[config.mk]
export PLATFORM = sky130hd
export DESIGN_NAME = pc_fetch_unit
export DESIGN_NICKNAME = d
export VERILOG_FILES = /design/src/rtl/pc_fetch_unit.sv
export SDC_FILE = /design/constraint.sdc
export NUM_CORES = 1
export LEC_CHECK = 0
export ABC_AREA = 1
export BUFFER_PORTS_ARGS = -buffer_cell sky130_fd_sc_hd__clkbuf_2
export CAP_MARGIN = 20
export CORE_AREA = 2 2 73 92
export DETAILED_ROUTE_END_ITERATION = 10
export DIE_AREA = 0 0 75 94
export PLACE_DENSITY = 0.78
export SETUP_SLACK_MARGIN = 0.05
export SYNTH_ARGS = -nofsm -noshare
export SYNTH_HDL_FRONTEND = slang
export SYNTH_SLANG_ARGS = --single-unit
[constraint.sdc]
create_clock -name clk -period 1.7 [get_ports clk]
set_input_delay 0.17 -clock clk [delete_from_list [all_inputs] [get_ports clk]]
set_output_delay 0.17 -clock clk [all_outputs]
set_load 0.005 [all_outputs]
[src/rtl/pc_fetch_unit.sv]
// Instruction fetch stage: program counter, IF/ID pipeline register and a
// run/halt sequencer that stops fetching when the halt encoding is seen.
module pc_fetch_unit #(
  parameter logic [4:0]  RESET_PC  = 5'd0,
  parameter logic [31:0] HALT_WORD = 32'hFFFFFFFF
) (
  input  logic        clk,
  input  logic        reset,
  input  logic        stall,
  input  logic        flush,
  input  logic        branch_taken,
  input  logic [4:0]  branch_target,
  input  logic        jump,
  input  logic [4:0]  jump_target,
  input  logic [31:0] instr_in,
  output logic [4:0]  pc_out,
  output logic [31:0] ifid_instr,
  output logic [4:0]  ifid_pc,
  output logic        ifid_valid,
  output logic        halted,
  output logic [7:0]  fetch_count
);

  // state  | meaning
  // IDLE   | one settling cycle after reset, PC at RESET_PC, no fetch
  // RUN    | normal fetch, redirects/stall/flush honoured
  // HALTED | halt word seen; PC frozen, bubbles only, left only by reset
  typedef enum logic [1:0] {S_IDLE, S_RUN, S_HALTED} state_t;

  state_t      state_q, state_d;
  logic [4:0]  pc_q, pc_d;
  logic        redirect, is_halt, halt_hit;
  logic        load_instr, load_bubble;

  assign redirect = jump | branch_taken;
  assign is_halt  = (instr_in == HALT_WORD);
  // A halt word only counts when nothing else would squash or hold it
  assign halt_hit = (state_q == S_RUN) && is_halt && !redirect && !flush && !stall;

  always_ff @(posedge clk or negedge reset) begin
    if (!reset) state_q <= S_IDLE;
    else        state_q <= state_d;
  end

  always_comb begin
    state_d = state_q;
    case (state_q)
      S_IDLE:   state_d = S_RUN;
      S_RUN:    if (halt_hit) state_d = S_HALTED;
      S_HALTED: state_d = S_HALTED;
      default:  state_d = S_IDLE;
    endcase
  end

  always_comb begin
    pc_d        = pc_q;
    load_instr  = 1'b0;
    load_bubble = 1'b0;
    case (state_q)
      S_RUN: begin
        if (jump)                    pc_d = jump_target;
        else if (branch_taken)       pc_d = branch_target;
        else if (stall || halt_hit)  pc_d = pc_q;
        else                         pc_d = pc_q + 5'd1;
        load_bubble = redirect | flush | halt_hit;
        load_instr  = !redirect && !flush && !stall && !is_halt;
      end
      S_HALTED: load_bubble = 1'b1;
      default: ;
    endcase
  end

  always_ff @(posedge clk or negedge reset) begin
    if (!reset) begin
      pc_q        <= RESET_PC;
      ifid_instr  <= 32'd0;
      ifid_pc     <= 5'd0;
      ifid_valid  <= 1'b0;
      fetch_count <= 8'd0;
    end else begin
      pc_q <= pc_d;
      if (load_bubble) begin
        ifid_instr <= 32'd0;
        ifid_pc    <= 5'd0;
        ifid_valid <= 1'b0;
      end else if (load_instr) begin
        ifid_instr <= instr_in;
        ifid_pc    <= pc_q;
        ifid_valid <= 1'b1;
      end
      if (load_instr && (fetch_count != 8'hFF))
        fetch_count <= fetch_count + 8'd1;
    end
  end

  assign pc_out = pc_q;
  assign halted = (state_q == S_HALTED);

endmodule
======== Word-level counts from Yosys, hierarchy flattened ========
Index checks and enable logic that the tools add are counted.
storage, ports and cells
  flip-flop bits (word level) ............. 53
  output and inout port bits .............. 52
operators by class
  add/sub/neg operators ................... 2
  equal/unequal tests ..................... 6
  mux-type cells .......................... 13
  bitwise logic cells ..................... 3
  reduce and logical (&&, ||, !) cells .... 16
operator list
  kind                    count
  $mux W32                2
  $eq A32 B32 Y1 const B  1
  $mux W5                 5
  $add A8 B1 Y8 const B   1
  $logic_and A1 B1 Y1     8
  $ne A8 B8 Y1 const B    1
  $pmux W2 S3             1
  $add A5 B1 Y5 const B   1
  $logic_not A1 Y1        4
  $mux W1                 3
  $ne A3 B3 Y1 const B    1
  $or A1 B1 Y1            3
  $eq A2 B1 Y1 const B    1
  $eq A2 B2 Y1 const B    1
  $logic_not A2 Y1        1
  $mux W2                 1
  $ne A2 B2 Y1 const B    1
  $pmux W1 S2             1
  $reduce_and A2 Y1       1
  $reduce_bool A2 Y1      1
  $logic_or A1 B1 Y1      1

======== Longest topological paths before layout ========
Gate-level depths: netlist of the first run.
  depth after elaboration ................. 9
  mapped depth ............................ 13
  gate-level depth less buffers ........... 11

======== Least setup slack after synthesis of the first run ========
No wires, ideal clock.
  path type ............................... flip-flop to flip-flop
  start ................................... register state_q[1]
  end ..................................... register ifid_instr[18]
  library setup time ...................... 0.118 ns
  data arrival time ....................... 1.531 ns
  slack ................................... 0.051 ns
  stages on the path, launching flop included .. 14
  path buffers ............................ 2
  clock period less this slack ............ 1.649 ns
  cells stage by stage .................... dfrtp_1 > inv_1 > ha_1 > nand3_2 > nor2_4 > nand3_2 > nand2_1 > nand2_1 > nand2_1 > nand2_1 > buf_6 > buf_6 > nand3_1 > nand2_1
on the way
  cells in the longest elaborated chain, start to end .. 8
  elaborated cells on any way between the ends .. 11
  classes of those cells .................. eq/ne: 2; mux: 3; bitwise: 1; reduce/logical: 5
RTL lines
  element                                                line    text
  start: declaration                                     30      state_t state_q, state_d;
  start signal: assignment                               42      else state_q <= state_d;
  $eq A2 B1 Y1                                           38, 59
  $logic_and A1 B1 Y1 (4 in a row)                       38      assign halt_hit = (state_q == S_RUN) && is_halt && !redirect && !flush && !stall;
  $or A1 B1 Y1                                           65      load_bubble = redirect | flush | halt_hit;
  $pmux W1 S2                                            59      case (state_q)
  $mux W32 / $reduce_bool A2 Y1 (equally long branches)  n/a
  end signal: assignment                                 87      ifid_instr <= instr_in;
  end: declaration                                       17      output logic [31:0] ifid_instr,
Several ways; a longest one is shown, not always the timed one.
A chain may end at the register's enable or synchronous reset.

======== Worst setup path after layout of the first run ========
  start ................................... register state_q[1]
  end ..................................... register ifid_instr[31]
The elaborated chain is that of the path after synthesis.

==> results of run 1 <==
sequential cells by signal, summed over array words and instances, names as in the netlist:
name / flops
ifid_instr: 32
state_q: 2
ifid_valid: 1
pc_out: 5
fetch_count: 8
ifid_pc: 5
Yosys cell counts:
cell type / number
inv_2: 2
a21oi_1: 2
nand3_1: 80
o21ai_0: 12
nand3b_1: 2
xor2_1: 3
buf_4: 2
clkbuf_1: 2
mux2_2: 1
inv_1: 8
nor2_1: 12
xnor2_1: 5
a21oi_4: 1
buf_6: 7
nand2_1: 84
nand3_2: 2
a21boi_0: 2
ha_1: 5
dfrtp_1: 53
nor2_2: 1
nor2_4: 4
nand4_1: 2
nand2_2: 1
buf_1: 2
buf_2: 4
mux2i_1: 3
o21a_1: 1
area by class of cell:
type | count | area share [%]
clock buffers | 7 | 2.38
clock inverters | 1 | 0.828
inverters | 10 | 1.10
multi-input cells | 224 | 34.2
flip-flops and latches | 53 | 36.6
well taps | 85 | 2.93
repair buffers | 123 | 22.0
per-layer routing:
metal	global-route usage (%)	wire length, µm
met3	4.72	390
met4	6.70	132
met5	0	0
met1	22.2	2790
met2	33.3	3600
power breakdown:
part | total [mW] | internal [mW] | switching, mW
Clock | 0.886 | 0.481 | 0.405
Combinational | 0.406 | 0.199 | 0.206
Sequential | 1.40 | 1.32 | 0.0841
kinds of logic after synthesis:
| family | Yosys count | share of synthesized area (%) |
|---|---|---|
| AO/OA/AOI/OAI | 18 | 4.12 |
| buffers and inverters | 27 | 6.30 |
| adder cells (fa/ha/maj) | 5 | 2.37 |
| multiplexers | 4 | 1.56 |
| AND/OR/NAND/NOR | 188 | 32.8 |
| XOR/XNOR | 8 | 2.65 |
| flip-flops | 53 | 50.2 |
worst register-to-register path, delay by kind of cell, from the launching register on:
kind / cells / cell delay (ns)
AND/OR/NAND/NOR: 9 / 0.79
buffers and inverters: 2 / 0.27
flip-flops: 1 / 0.40
adder cells (fa/ha/maj): 1 / 0.14
stage by stage:
step	power (mW)	utilization (%)	std cells
final	2.69	59.2	503
after global routing	2.82	59.2	503
after CTS	2.68	55.2	490
after detailed placement	1.79	52.2	479
after global placement	1.78	52.2	479
after floorplan	1.60	-	303
worst paths after layout:
path / end / cells after the start / from / slack, ns
hold / removal: fetch_count[6]$_DFFE_PN0P_ / 2 / reset / -0.02
min in group clk: ifid_instr[30]$_DFFE_PN0P_ / 3 / instr_in[30] / 0.09
setup reg to reg: ifid_instr[31]$_DFFE_PN0P_ / 12 / state_q[1]$_DFFE_PN0P_ / 0.001
max in group asynchronous: ifid_instr[28]$_DFFE_PN0P_ / 2 / reset / 1.28
hold reg to reg: fetch_count[6]$_DFFE_PN0P_ / 1 / fetch_count[6]$_DFFE_PN0P_ / 0.50
setup / recovery: ifid_instr[31]$_DFFE_PN0P_ / 12 / state_q[1]$_DFFE_PN0P_ / 0.001
what timing repair did:
item / 4_1_cts / 5_1_grt
cloned: 0 / 8
setup endpoints to repair: 43 / 45
buffers inserted: 3 / 5
gates resized for setup: 8 / 15
pin swaps: 4 / 7
==> results.py, run 1 <==
metrics = {
    "timing": {
        "report.final.slew_viol_count": 0,
        "fin_tns_setup_ns": 0,
        "final.period_utilization_pct": 99.9,
        "skew_ns": 0.00418,
        "finalCriticalPeriod_ns": 1.70,
        "setup_viol": 0,
        "fmax_mhz": 589,
        "rsz0062_at_grt": "true",
        "setup_ws_ns": 0.00136,
        "relSlewSlack_pct": 56.0,
        "worst_pin_slew_ns": 0.660,
        "hold_viol_final": 31,
        "holdWs_ns": -0.0227,
    },
    "placed_design": {
        "pre_cts_ws_ns": -0.0598,
        "postPlaceCellArea_um2": 3200,
        "hpwlAfterDp_um": 4590,
        "numPortBuffers": 99,
        "gp_congestion": 0.785,
    },
    "setup_path": {
        "end_kind": "flop",
        "path_class": "flop to flop",
        "path_cells": "inv_2 -> ha_4 -> nand3_4 -> nor2_4 -> nand3_2 -> nand2_1 -> nand2_2 -> nand2_4 -> nand2_8 -> clkbuf_16 -> nand3_1 -> nand2_1",
        "cp_slowest_cell": "dfrtp_1",
        "start_kind": "flop",
        "cp_data_required_time_ns": 1.90,
        "critical_path.max_stage_delay_ns": 0.40,
        "crit_arrival_ns": 1.90,
        "cp_top_family": "simple AND/OR/NAND/NOR gates",
        "cp_max_fo": 14,
        "cp_common_cell": "nand2_1",
        "cp_num_buf_inv": 2,
    },
    "synthesis": {
        "synth_area_um2": 2640,
        "syn_avg_cell_area_um2": 8.72,
        "synth_area_leaders": "dfrtp_1 (50%), nand3_1 (15%), nand2_1 (12%)",
        "yosys_warnings": 0,
        "synthCells": 303,
        "ys_seq_area_share_pct": 50.2,
        "synth_cell_type_count": 27,
        "yosysTopAreaCell": "dfrtp_1",
        "synth_top_area_share_pct": 50.2,
        "synth_fp_nets": 356,
        "synth_seq_cells": 53,
    },
    "final_layout": {
        "multi_input_area_um2": 1240,
        "final_cell_mix": "clkbuf_2 (99), nand2_1 (81), nand3_1 (76), dfrtp_1 (53), buf_4 (13)",
        "syn_to_final_growth_pct": 37.3,
        "num_antenna_cells": 0,
        "final_nets": 470,
        "fillers": 562,
        "final-seq-area_um2": 1330,
        "final_area_um2": 3630,
        "layout_commonest_cell": "clkbuf_2",
        "drive_gt1_share_pct": 37.1,
    },
    "floorplan": {
        "start_util_pct": 43.1,
        "rows": 32,
        "die_area_um2": 7050,
        "die_w_um": 75,
        "fp.coreArea_um2": 6130,
        "io_pins": 100,
        "die_h_um": 94,
    },
    "global_routing": {
        "grt_pass1_vias": 2268,
        "grt_usage_pct": 19.1,
        "grt_max_degree": 54,
        "gr-total-overflow": 0,
        "antenna_found_initial": 0,
        "grt_pass1_wl_um": 10400,
    },
    "cts": {
        "htreeDepth": 2,
        "clkLatencyLatePin_ns": 0.31,
        "cts.clk_slew.worst_paths_ns": 0.09,
        "cts_root_buffer": "clkbuf_8",
        "cts_buffers": 5,
        "cts_tree": "done",
        "hold_buffers": 0,
        "cts_buffer_depth": 2,
        "cts_sinks": 53,
    },
    "run_status": {
        "status": "finished, violations left",
        "violations": "negative hold slack",
    },
    "power": {
        "leakage_nw": 1.99,
        "vdd_drop_max_uv": 425,
        "power.density_nw_per_um2": 743,
    },
    "detailed_routing": {
        "antenna_left": 0,
        "drc": 0,
        "firstDrtPassIters": 4,
        "vias": 2521,
        "wl_per_cell_um": 13.7,
        "drt_iter0_markers": 130,
        "wl_um": 6920,
        "via_per_inst": 5.01,
    },
    "worst_hold_path": {
        "hold_path.class": "primary input to async pin",
    },
    "job": {
        "maxCapViolCount": 0,
    },
}
(Power assumes the default switching activity.)
==> inputs of run 2 (changes only) <==
--- a/config.mk
+++ b/config.mk
@@ -6,6 +6,7 @@
 export NUM_CORES = 1
 export LEC_CHECK = 0
 export ABC_AREA = 1
+export ABC_CLOCK_PERIOD_IN_PS = 1700
 export BUFFER_PORTS_ARGS = -buffer_cell sky130_fd_sc_hd__clkbuf_2
 export CAP_MARGIN = 20
 export CORE_AREA = 2 2 73 92
==> constraint.sdc (replaced) <==
create_clock -name clk -period 1.7 [get_ports clk]
set_input_delay 0.34 -clock clk [delete_from_list [all_inputs] [get_ports clk]]
set_output_delay 0.34 -clock clk [all_outputs]
set_load 0.005 [all_outputs]
==> run 2 against run 1 <==
Net effect: the run ends with negative setup slack left; combinational power grew 17%; setup slack lost 0.031 ns; sequential share of layout area shrank 3.5 points; critical endpoint is now ifid_instr[5]$_DFFE_PN0P_; largest cell class is now multi-input gates; largest power group unchanged.
==> results.py, run 2 (same netlist as run 1, synthesis figures left out) <==
metrics = {
    "timing": {
        "report.final.slew_viol_count": 0,
        "rsz0062_at_grt": "true",
        "hold_viol_final": 0,
        "worst_pin_slew_ns": 0.302,
        "fmax_mhz": 578,
        "finalCriticalPeriod_ns": 1.73,
        "relSlewSlack_pct": 79.9,
        "setup_ws_ns": -0.0296,
        "skew_ns": 0.00895,
        "final.period_utilization_pct": 102,
        "setup_viol": 25,
    },
    "final_layout": {
        "layout_commonest_cell": "clkbuf_2",
        "reg.largest.list": "ifid_instr x32, fetch_count x8",
        "top_register": "ifid_instr",
        "final_nets": 484,
        "final_cells": 516,
        "fillers": 494,
        "largest_reg_flops": 32,
        "num_antenna_cells": 0,
        "final_cell_mix": "clkbuf_2 (99), nand2_1 (78), dfrtp_1 (52), nand3_2 (40), nand3_1 (40)",
        "utilization_pct": 65.6,
        "drive_gt1_share_pct": 48.0,
        "syn_to_final_growth_pct": 52.2,
    },
    "detailed_routing": {
        "drc": 0,
        "antenna_left": 0,
        "drt_iter0_markers": 121,
        "via_per_inst": 5.11,
        "wl_per_cell_um": 14.8,
        "firstDrtPassIters": 6,
        "vias": 2636,
        "wl_um": 7640,
    },
    "floorplan": {
        "fp.coreArea_um2": 6130,
        "start_util_pct": 43.1,
        "die_h_um": 94,
        "rows": 32,
        "die_w_um": 75,
        "io_pins": 100,
        "die_area_um2": 7050,
    },
    "power": {
        "intPower_mw": 1.88,
        "p_sw_share_pct": 27.4,
        "vdd_drop_max_uv": 563,
        "pwr-share-clk_pct": 27.5,
        "power_switching_uw": 710,
        "leakage_nw": 2.08,
        "power.density_nw_per_um2": 644,
        "seqPwrFrac_pct": 54.2,
        "combPwrFrac_pct": 18.3,
    },
    "cts": {
        "cts_root_buffer": "clkbuf_8",
        "htreeDepth": 2,
        "cts.clk_slew.worst_paths_ns": 0.09,
        "cts_buffer_depth": 2,
        "clkLatencyLatePin_ns": 0.30,
        "cts_tree": "done",
        "cts_sinks": 53,
        "cts_buffers": 5,
    },
    "global_routing": {
        "gr-total-overflow": 0,
        "grt_pass1_vias": 2358,
        "grt_max_degree": 54,
        "grt_usage_pct": 19.4,
        "grt_pass1_wl_um": 10600,
        "antenna_found_initial": 0,
    },
    "placed_design": {
        "numPortBuffers": 99,
        "dp.cells": 483,
        "gp_congestion": 0.819,
        "pre_cts_ws_ns": -0.0557,
        "hpwlAfterDp_um": 4640,
    },
    "setup_path": {
        "start_kind": "flop",
        "critical_path.max_stage_delay_ns": 0.41,
        "worst-r2r-cell-count": 12,
        "path_class": "flop to flop",
        "path_cells": "inv_2 -> ha_4 -> nand3_4 -> nor2_4 -> nand3_2 -> nand2_1 -> nand2_2 -> nand2_4 -> nand2_8 -> clkbuf_16 -> nand3_2 -> nand2_1",
        "r2r-start": "state_q[1]$_DFFE_PN0P_",
        "cp_num_buf_inv": 2,
        "crit_arrival_ns": 1.93,
        "cp_max_fo": 8,
        "cp_data_required_time_ns": 1.90,
        "cp_top_family": "simple AND/OR/NAND/NOR gates",
        "r2r_slack_ns": -0.03,
        "end_kind": "flop",
        "timing.rr.end": "ifid_instr[5]$_DFFE_PN0P_",
        "cp_slowest_cell": "dfrtp_1",
    },
    "job": {
        "maxCapViolCount": 0,
    },
    "run_status": {
        "status": "finished, violations left",
        "violations": "negative setup slack",
    },
    "worst_hold_path": {
        "hold_path.class": "primary input to async pin",
    },
}
==> run 2: cell count changes in the layout (fill, tap and decap cells not counted), sizes merged <==
cell / previous run / this run
buf: 20 / 32
bufinv: 1 / 0
clkbuf: 110 / 112
==> run 2: area by class of cell <==
cell class / count / area (µm²) / share of cell area, %
repair buffers: 137 / 1030 / 25.6
well taps: 85 / 106 / 2.65
clock buffers: 7 / 86.3 / 2.15
multi-input cells: 224 / 1430 / 35.6
flip-flops and latches: 53 / 1330 / 33.0
inverters: 10 / 40.0 / 0.996
==> run 2: worst max path at each step <==
| stage | startpoint | end | depth (start not counted) | slack [ns] |
|---|---|---|---|---|
| after CTS | state_q[1]$_DFFE_PN0P_ | fetch_count[5]$_DFFE_PN0P_ | 12 | 0.02 |
| after global placement | instr_in[22] | ifid_instr[9]$_DFFE_PN0P_ | 13 | -0.007 |
| after detailed placement | state_q[1]$_DFFE_PN0P_ | fetch_count[5]$_DFFE_PN0P_ | 11 | -0.06 |
| after floorplan | state_q[1]$_DFFE_PN0P_ | ifid_instr[18]$_DFFE_PN0P_ | 13 | 0.05 |
| after global routing | state_q[1]$_DFFE_PN0P_ | ifid_instr[19]$_DFFE_PN0P_ | 12 | -0.16 |
| final | state_q[1]$_DFFE_PN0P_ | ifid_instr[5]$_DFFE_PN0P_ | 12 | -0.03 |
==> run 2: power groups by stage <==
stage	registers (mW)	clock network [mW]	logic [mW]
final	1.40	0.712	0.473
after floorplan	1.42	0	0.182
after global placement	1.42	0	0.361
after CTS	1.40	0.729	0.396
after global routing	1.42	0.776	0.518
after detailed placement	1.43	0	0.371
==> run 2: stage by stage <==
step                TNS (ns)  instance area (µm²)  power (mW)  hold WS, ns
global route           -5.14                 4020        2.71       0.0303
detailed placement    -0.776                 3240        1.80        0.363
global placement     -0.0614                 3240        1.79        0.357
finish                -0.395                 4020        2.59       0.0173
floorplan                  0                 2640        1.60       0.0444
CTS                        0                 3510        2.53       0.0317
==> run 2: what timing repair did <==
item,CTS,global route
endpoints found under the setup margin,44,51
pin swaps,2,19
gates resized for setup,15,62
cloned,1,10
hold buffers,0,0
setup buffers,12,3
==> run 2: metal layers <==
layer | vias to the layer above | track usage, % | wire length [µm]
met5 | - | 0 | 0
met4 | 0 | 6.70 | 170
met3 | 14 | 5.79 | 436
met2 | 91 | 32.5 | 4110
met1 | 1267 | 23.3 | 2920
li1 | 1264 | - | -
==> inputs of run 3 (changes only) <==
--- a/config.mk
+++ b/config.mk
@@ -13,7 +13,6 @@
 export DETAILED_ROUTE_END_ITERATION = 10
 export DIE_AREA = 0 0 75 94
 export PLACE_DENSITY = 0.78
-export SETUP_SLACK_MARGIN = 0.05
 export SYNTH_ARGS = -nofsm -noshare
 export SYNTH_HDL_FRONTEND = slang
 export SYNTH_SLANG_ARGS = --single-unit
==> run 3 against run 2 <==
Net effect: the flow still finishes with violations (negative setup slack); sequential share of layout area is 4.7 points higher; clock skew is 0.0024 ns lower; setup slack better by 0.023 ns; worst hold slack better by 0.0035 ns; global-route usage is 0.90 points lower; core utilization is 8.2 points lower; critical path type unchanged; critical endpoint is now ifid_instr[25]$_DFFE_PN0P_; largest cell class is now registers; highest routed layer unchanged.
==> results.py, run 3 (same netlist as run 1, synthesis figures left out) <==
metrics = {
    "final_layout": {
        "final_cell_mix": "clkbuf_2 (99), nand2_1 (82), nand3_1 (79), dfrtp_1 (53), o21ai_0 (12)",
        "layout_commonest_cell": "clkbuf_2",
        "num_antenna_cells": 0,
        "largest_reg_flops": 32,
        "final_nets": 469,
        "reg.largest.list": "ifid_instr x32, fetch_count x8",
        "top_register": "ifid_instr",
        "drive_gt1_share_pct": 35.3,
        "syn_to_final_growth_pct": 33.2,
    },
    "timing": {
        "skew_ns": 0.00659,
        "fmax_mhz": 586,
        "finalCriticalPeriod_ns": 1.71,
        "report.final.slew_viol_count": 0,
        "rsz0062_at_grt": "true",
        "setup_viol": 1,
        "hold_viol_final": 0,
        "relSlewSlack_pct": 80.8,
        "final.period_utilization_pct": 100,
        "fin_tns_setup_ns": -0.00613,
        "setup_ws_ns": -0.00613,
        "worst_pin_slew_ns": 0.288,
    },
    "cts": {
        "hold_buffers": 0,
        "cts.clk_slew.worst_paths_ns": 0.09,
        "cts_root_buffer": "clkbuf_8",
        "cts_buffers": 5,
        "cts_sinks": 53,
        "htreeDepth": 2,
        "cts_buffer_depth": 2,
        "cts_tree": "done",
        "clkLatencyLatePin_ns": 0.30,
    },
    "setup_path": {
        "cp_data_required_time_ns": 1.90,
        "path_class": "flop to flop",
        "start_kind": "flop",
        "r2r-start": "state_q[1]$_DFFE_PN0P_",
        "r2r_slack_ns": -0.006,
        "timing.rr.end": "ifid_instr[25]$_DFFE_PN0P_",
        "cp_max_fo": 5,
        "end_kind": "flop",
        "crit_arrival_ns": 1.90,
        "worst-r2r-cell-count": 13,
    },
    "power": {
        "intPower_mw": 1.84,
        "power_switching_uw": 659,
        "combPwrFrac_pct": 15.7,
        "pwr-share-clk_pct": 28.1,
        "leakage_nw": 1.95,
        "power.density_nw_per_um2": 709,
        "p_sw_share_pct": 26.4,
        "seqPwrFrac_pct": 56.2,
        "vdd_drop_max_uv": 561,
    },
    "global_routing": {
        "grt_use_met1_pct": 21.7,
        "use_met3_pct": 5.26,
        "grt_pass1_wl_um": 10100,
        "gr-total-overflow": 0,
        "met2_usage_pct": 32.4,
        "antenna_found_initial": 0,
        "grt_max_degree": 54,
        "busiest_layer": "met2",
        "grt_usage_pct": 18.5,
        "grt_pass1_vias": 2296,
    },
    "detailed_routing": {
        "antenna_left": 0,
        "wl_um": 6310,
        "drc": 0,
        "wl_per_cell_um": 12.6,
        "vias": 2414,
        "drt_iter0_markers": 97,
        "via_per_inst": 4.82,
        "firstDrtPassIters": 4,
    },
    "worst_hold_path": {
        "hold_path.class": "primary input to async pin",
    },
    "run_status": {
        "status": "finished, violations left",
        "violations": "negative setup slack",
    },
    "placed_design": {
        "numPortBuffers": 99,
        "pre_cts_ws_ns": -0.0557,
        "hpwlAfterDp_um": 4640,
        "gp_congestion": 0.819,
    },
    "floorplan": {
        "die_w_um": 75,
        "rows": 32,
        "io_pins": 100,
        "start_util_pct": 43.1,
        "die_area_um2": 7050,
        "fp.coreArea_um2": 6130,
        "die_h_um": 94,
    },
    "job": {
        "maxCapViolCount": 0,
    },
}
-- run 3: cell type report --
| cell class | count | area [µm²] |
|---|---|---|
| Clock buffer | 7 | 86.3 |
| Fill cell | 573 | 2610 |
| Inverter | 10 | 37.5 |
| Multi-Input combinational cell | 223 | 1200 |
| Sequential cell | 53 | 1330 |
| Tap cell | 85 | 106 |
| Timing Repair Buffer | 123 | 764 |
-- run 3: routing by layer --
metal  wire length, µm  up-vias
met3               358        4
met1              2630     1120
met2              3270       63
li1                  -     1227
met4                48        0
met5                 0        -
-- run 3: how the worst max path moves through the flow --
stage          slack (ns)  cells after the start              startpoint                         end
3_3_place_gp       -0.007                     13            instr_in[22]   ifid_instr[9]$_DFFE_PN0P_
6_report           -0.006                     13  state_q[1]$_DFFE_PN0P_  ifid_instr[25]$_DFFE_PN0P_
5_1_grt             -0.15                     11  state_q[1]$_DFFE_PN0P_  fetch_count[5]$_DFFE_PN0P_
3_5_place_dp        -0.06                     11  state_q[1]$_DFFE_PN0P_  fetch_count[5]$_DFFE_PN0P_
4_1_cts             -0.02                     10  state_q[1]$_DFFE_PN0P_   ifid_instr[5]$_DFFE_PN0P_
2_1_floorplan        0.05                     13  state_q[1]$_DFFE_PN0P_  ifid_instr[18]$_DFFE_PN0P_
-- run 3: timing repair --
action / in CTS / in global routing
buffers inserted: 1 / 8
resized for setup: 5 / 16
pin swaps: 0 / 6
endpoints found under the setup margin: 6 / 45
gates cloned: 0 / 2
-- run 3: metrics by stage --
step	hold WS, ns	util (%)	std cells	total power [mW]	cell area [µm²]
after global routing	0.0356	57.4	501	2.62	3520
after floorplan	0.0444	-	303	1.60	2640
after CTS	0.0317	54.7	491	2.51	3350
final	0.0208	57.4	501	2.50	3520
after global placement	0.357	52.9	483	1.79	3240
after detailed placement	0.363	52.9	483	1.80	3240
-- run 3: power groups by stage --
stage               registers, mW  clock network [mW]  logic [mW]
finish                       1.40               0.700       0.393
floorplan                    1.42                   0       0.182
detailed placement           1.43                   0       0.371
global route                 1.41               0.766       0.441
global placement             1.42                   0       0.361
CTS                          1.40               0.729       0.376
-- run 3: critical path, cell delays in order (launching register included) --
cell and delay (ns):
dfrtp_1 0.40, inv_2 0.08, ha_4 0.14, nand3_4 0.08, nor2_4 0.14, nand3_2 0.09
nand2_1 0.07, nand2_1 0.05, nand2_2 0.07, nand2_4 0.09, buf_6 0.13, buf_6 0.11
nand3_1 0.08, nand2_1 0.06
